### config.mk
export PLATFORM = sky130hd
export DESIGN_NAME = switch_pkt_classify
export DESIGN_NICKNAME = d
export VERILOG_FILES = /design/src/rtl/switch_pkt_pkg.sv /design/src/rtl/switch_pkt_classify.sv
export SDC_FILE = /design/constraint.sdc
export NUM_CORES = 1
export LEC_CHECK = 0
export CAP_MARGIN = 40
export CORE_AREA = 2 2 39 41
export DETAILED_ROUTE_END_ITERATION = 7
export DIE_AREA = 0 0 41 43
export GPL_ROUTABILITY_DRIVEN = 0
export PLACE_DENSITY = 0.84
export REMOVE_ABC_BUFFERS = 1
export SETUP_SLACK_MARGIN = 0.4
export SYNTH_ARGS = -nofsm -noshare
export SYNTH_HDL_FRONTEND = slang
export SYNTH_SLANG_ARGS = --single-unit
### constraint.sdc
create_clock -name vclk -period 6.7
set_input_delay 1.34 -clock vclk [all_inputs]
set_output_delay 1.34 -clock vclk [all_outputs]
set_load 0.005 [all_outputs]
### src/rtl/switch_pkt_pkg.sv
// Shared types and helpers for the switch packet header checker.
package switch_pkt_pkg;

  localparam int MAX_PORTS = 8;

  typedef enum logic [1:0] {
    SINGLE    = 2'd0,
    MULTICAST = 2'd1,
    BROADCAST = 2'd2,
    INVALID   = 2'd3
  } ptype_e;

  typedef enum logic [2:0] {
    ST_IDLE,
    ST_SRC,
    ST_LEN,
    ST_PAYLOAD,
    ST_REPORT
  } state_e;

  function automatic logic [3:0] popcount(input logic [MAX_PORTS-1:0] v);
    logic [3:0] n;
    n = '0;
    for (int i = 0; i < MAX_PORTS; i++) n = n + 4'(v[i]);
    return n;
  endfunction

endpackage

### src/rtl/switch_pkt_classify.sv
// Combinational header classifier: packet type plus target/source/overlap rule checks.
module switch_pkt_classify
  import switch_pkt_pkg::*;
#(
  parameter int NUM_PORTS = 4
) (
  input  logic [MAX_PORTS-1:0] target_i,
  input  logic [MAX_PORTS-1:0] source_i,
  output ptype_e               pkt_type_o,
  output logic                 err_source_o,
  output logic                 err_target_o,
  output logic                 err_overlap_o
);

  localparam logic [MAX_PORTS-1:0] PORT_MASK = {MAX_PORTS{1'b1}} >> (MAX_PORTS - NUM_PORTS);

  logic tgt_zero;
  logic tgt_oor;
  logic src_oor;
  logic is_bcast;

  assign tgt_zero = (target_i == '0);
  assign tgt_oor  = |(target_i & ~PORT_MASK);
  assign src_oor  = |(source_i & ~PORT_MASK);
  // Broadcast is judged on the implemented ports only; stray high bits are reported separately.
  assign is_bcast = !tgt_zero && ((target_i & PORT_MASK) == PORT_MASK);

  // NOTE: every output gets a value before any branch so no latch is inferred.
  always_comb begin
    pkt_type_o    = INVALID;
    err_target_o  = tgt_zero | tgt_oor;
    err_source_o  = (popcount(source_i) != 4'd1) | src_oor;
    err_overlap_o = !is_bcast && (|(source_i & target_i));
    if (tgt_zero)                        pkt_type_o = INVALID;
    else if (is_bcast)                   pkt_type_o = BROADCAST;
    else if (popcount(target_i) == 4'd1) pkt_type_o = SINGLE;
    else                                 pkt_type_o = MULTICAST;
  end

endmodule

==> results of run 1 <==
==> timing repair <==
| action | 4_1_cts | 5_1_grt |
|---|---|---|
| endpoints found under the setup margin | 2 | 1 |
| cloned | 0 | 0 |
| gates resized for setup | 3 | 5 |
==> kinds of logic after synthesis <==
kind of cell / synth area share (%)
adders and majority gates: 50.4
AOI/OAI and AO/OA: 15.7
buffers and inverters: 19.6
and+or+nand+nor: 14.3
==> worst min-delay path: stages <==
cell and delay (ps):
clkdlybuf4s50_1 520, nor4b_2 70, o2111ai_1 70, dlymetal6s2s_1 130
==> path summary, 6_finish.rpt <==
| path | startpoint | to | cells past startpoint |
|---|---|---|---|
| max | target_i[0] | pkt_type_o[0] | 13 |
| min | source_i[4] | err_source_o | 4 |
==> final cells by class <==
cell class,count,share of cell area [%]
well taps,16,2.57
inverters,27,13.0
multi-input cells,36,57.2
repair buffers,21,27.2
==> cells in the mapped netlist (all sizes together) <==
cell / number
a2111oi: 1
a221oi: 1
a22o: 1
a22oi: 2
a31o: 1
a31oi: 1
a41oi: 1
and3: 1
fa: 8
ha: 8
inv: 27
nand2: 2
nor2: 1
nor2b: 2
nor3b: 1
nor4: 1
nor4b: 1
o2111ai: 1
or2b: 2
==> power by group through the flow <==
| stage | Clock, W | Combinational [W] | Sequential (W) |
|---|---|---|---|
| after floorplan | 0 | 0.0000472 | 0 |
| after global placement | 0 | 0.0000723 | 0 |
| after detailed placement | 0 | 0.0000769 | 0 |
| after CTS | 0 | 0.0000790 | 0 |
| after global routing | 0 | 0.0000952 | 0 |
| final | 0 | 0.0000853 | 0 |
==> cell usage in the layout (no fill, tap or decap), types with 2 or more instances in the layout <==
cell             count
nand2_1              2
ha_1                 7
nor2b_1              2
fa_1                 7
or2b_1               2
inv_1               27
clkdlybuf4s50_1     19
a22oi_1              2
==> per-layer routing <==
layer	routed length (µm)	up-vias	share of wire [%]	GRT usage, %
li1	-	242	-	-
met1	463	233	38	18.9
met2	682	16	56	25.6
met3	68	2	5.6	1.05
met4	10	0	0.82	1.33
met5	0	-	0	0
==> through the flow <==
step	hold WS (ps)	total power, W
after floorplan	2780	0.0000472
after global placement	3790	0.0000723
after detailed placement	3790	0.0000769
after CTS	3730	0.0000790
after global routing	3500	0.0000952
final	3460	0.0000853
==> impl_metrics.ini, run 1 <==
[power]
p_sw_share_pct = 48.4
pwr-share-clk_pct = 0
p_per_area_mw_per_mm2 = 110
ir_drop_mv = 0.0519
combinationalPowerShare_pct = 100.0
p_switching_w = 0.0000412
internal_power_w = 0.0000440
p_leak_nw = 0.382
seqPwrFrac_pct = 0

[critical_path]
crit_type = input pin to output pin
crit_family = adder cells
critPathBufInv = 5
worst_ep_required_time_ps = 5360
cp_max_fo = 3
worstSetupStartpointType = input pin
path_cells = clkdlybuf4s50_1 > inv_1 > fa_1 > fa_1 > fa_1 > inv_1 > ha_1 > inv_1 > fa_1 > nor2b_1 > a31o_2 > a41oi_2 > dlygate4sd2_1
path_common_cell = fa_1
cp.arrival_ps = 4800
critical-path-slowest-cell = fa_1
slowest_delay_ps = 570
endpoint_kind = output pin

[timing]
setup_viol = 0
relSlewSlack_pct = 78.3
setup_slack_ps = 558
worst_pin_slew_ps = 323
max_freq_mhz = 163
grt_setup_unrepaired = no
period_minus_slack_ps = 6140
fin_setup_tns_ps = 0
drv_slew = 0
hold_viol = 0
min_period_over_period_pct = 91.7

[global_route]
first_global_vias = 488
antenna_found_initial = 0
grt_remaining_overflow = 0
grt_max_degree = 5
grt_use_total_pct = 14.5
grt_pass1_wl_mm = 1.87

[floorplanning]
start_util_pct = 37.3
core_area_mm2 = 0.00138
io_pins = 21
row_count = 14
dieArea_mm2 = 0.00176
die_x_um = 41
dieHeight_um = 43

[synthesis]
ys_seq_area_share_pct = 0
synth_top_area_cell = fa_1
ys_types = 19
yosysTopAreaCellShare_pct = 31.0
yosysWarnings = 0
synth_cells = 63
syn_area_per_cell_um2 = 8.20
ys_top_cells_by_area = fa_1 (31%), inv_1 (20%), ha_1 (19%)
synthesis.area_um2 = 517

[min_path]
hp-class = input pin to output pin

[outcome]
outcome = completed

[routing]
routed_via_density = 4.93
drt-total-wl_mm = 1.22
wl_per_cell_um = 12.2
via_count = 493
drcViolationCount = 0
firstDrtPassIters = 5
postRouteAntennaNets = 0
drt_iter0_drc = 8

[place]
pre_cts_slack_ps = 282
dpl.cell_count = 100
dp.final_hpwl_mm = 1.04
dpl_cell_area_um2 = 747
numPortBuffers = 21

[layout]
multiInputGateArea_um2 = 445
synthToLayoutAreaGrowth_pct = 50.6
drive_above_1_share_pct = 8.33
final_core_util_pct = 56.2
final_cells = 100
regArea_um2 = 0
fill_cells = 142
n_antenna_cell = 0
fin_nets = 118
seq_cells = 0
design_area_um2 = 778
nClkBuffers = 0

[clock_tree]
postCtsSetupRepairBufs = 0
cts_hold_buf = 0

[run]
maxCapViolations = 0
Note: power is estimated with default switching activity, not from simulation.
==> run 2, diff against run 1 <==
- clock period: 6.7 -> 6.9 ns (I/O delays scaled with it)
==> impl_metrics.ini, run 2 (synthesis gave the netlist of run 1 again) <==
[outcome]
outcome = completed

[layout]
nClkBuffers = 0
regArea_um2 = 0
fill_cells = 140
final_core_util_pct = 55.6
layout_common_cells = inv_1 (27), clkdlybuf4s50_1 (19), fa_1 (8)
fin_nets = 118
final_common_cell = inv_1
seq_cells = 0
n_antenna_cell = 0
design_area_um2 = 769
synthToLayoutAreaGrowth_pct = 48.9
drive_above_1_share_pct = 5.95

[critical_path]
endpoint_kind = output pin
path_cells = clkdlybuf4s50_1 > inv_1 > fa_1 > fa_1 > fa_1 > inv_1 > ha_2 > inv_1 > fa_1 > a2111oi_4 > o2111ai_1 > clkdlybuf4s50_1
worst_ep_required_time_ps = 5520
crit_type = input pin to output pin
crit_family = adder cells
cp.arrival_ps = 5090
critPathBufInv = 5
slowest_delay_ps = 550
critical-path-slowest-cell = fa_1
cp_max_fo = 2
path_common_cell = fa_1
worstSetupStartpointType = input pin

[place]
dpl_cell_area_um2 = 747
numPortBuffers = 21
dp.final_hpwl_mm = 1.08

[min_path]
hp-class = input pin to output pin

[global_route]
first_global_vias = 549
grt_remaining_overflow = 0
use_met2_pct = 29.4
grtUsageMet1_pct = 20.1
antenna_found_initial = 0
grt_use_total_pct = 16.3
grt_pass1_wl_mm = 2.11
grtUsageMet3_pct = 1.57
grt_max_degree = 5
grt_most_used_layer = met2

[timing]
grt_setup_unrepaired = yes
holdWs_ps = 3620
period_minus_slack_ps = 6470
setup_viol = 0
relSlewSlack_pct = 82.2
fin_setup_tns_ps = 0
drv_slew = 0
min_period_over_period_pct = 93.7
max_freq_mhz = 155
worst_pin_slew_ps = 265
hold_viol = 0

[power]
p_per_area_mw_per_mm2 = 106
ir_drop_mv = 0.0600
p_leak_nw = 0.387

[floorplanning]
io_pins = 21
core_area_mm2 = 0.00138
row_count = 14
start_util_pct = 37.3
dieArea_mm2 = 0.00176
die_x_um = 41
dieHeight_um = 43

[routing]
drcViolationCount = 0
drt-total-wl_mm = 1.22
routed_via_density = 4.90
postRouteAntennaNets = 0
drt_iter0_drc = 11
firstDrtPassIters = 5
via_count = 490
wl_per_cell_um = 12.2

[run]
maxCapViolations = 0

[clock_tree]
postCtsSetupRepairBufs = 0
## run 2: cell counts in the layout (fill, tap and decap cells not counted)
Identical to the previous run, type by type.
## run 2: per-layer routing
metal / wire (µm) / share of wire [%]
met1: 490 / 40
met2: 653 / 54
met3: 73 / 6.0
met4: 0 / 0
met5: 0 / 0
## run 2: repair_timing
item                       4_1_cts  5_1_grt
hold buffers                     0        0
setup endpoints to repair        2        2
cloned                           0        0
gates resized for setup          2        4
## run 2: worst paths after layout
check	startpoint	endpoint	cells past startpoint
worst max-delay path	source_i[0]	err_source_o	12
worst min-delay path	target_i[0]	pkt_type_o[0]	5
## run 2: area by class of cell
type,count,area [µm²],share of cell area (%)
well taps,16,20.0,2.60
multi-input cells,36,437,56.7
repair buffers,21,211,27.5
inverters,27,101,13.2
## run 2: tightest hold or removal path, stage by stage
cell and delay, ps:
dlygate4sd2_1 260, ha_1 160, and3_1 240, a41oi_2 40
dlymetal6s2s_1 150
## run 2: report_power, final
group | total (W) | internal (W) | switching (W)
sequential | 0 | 0 | 0
combinational | 0.0000815 | 0.0000426 | 0.0000389
clock | 0 | 0 | 0
## run 2: metrics by stage
step	setup slack (ps)	total power [W]	cells
final	431	0.0000815	100
after floorplan	1580	0.0000458	63
after CTS	390	0.0000769	100
after global placement	441	0.0000701	100
after global routing	295	0.0000931	100
after detailed placement	382	0.0000759	100
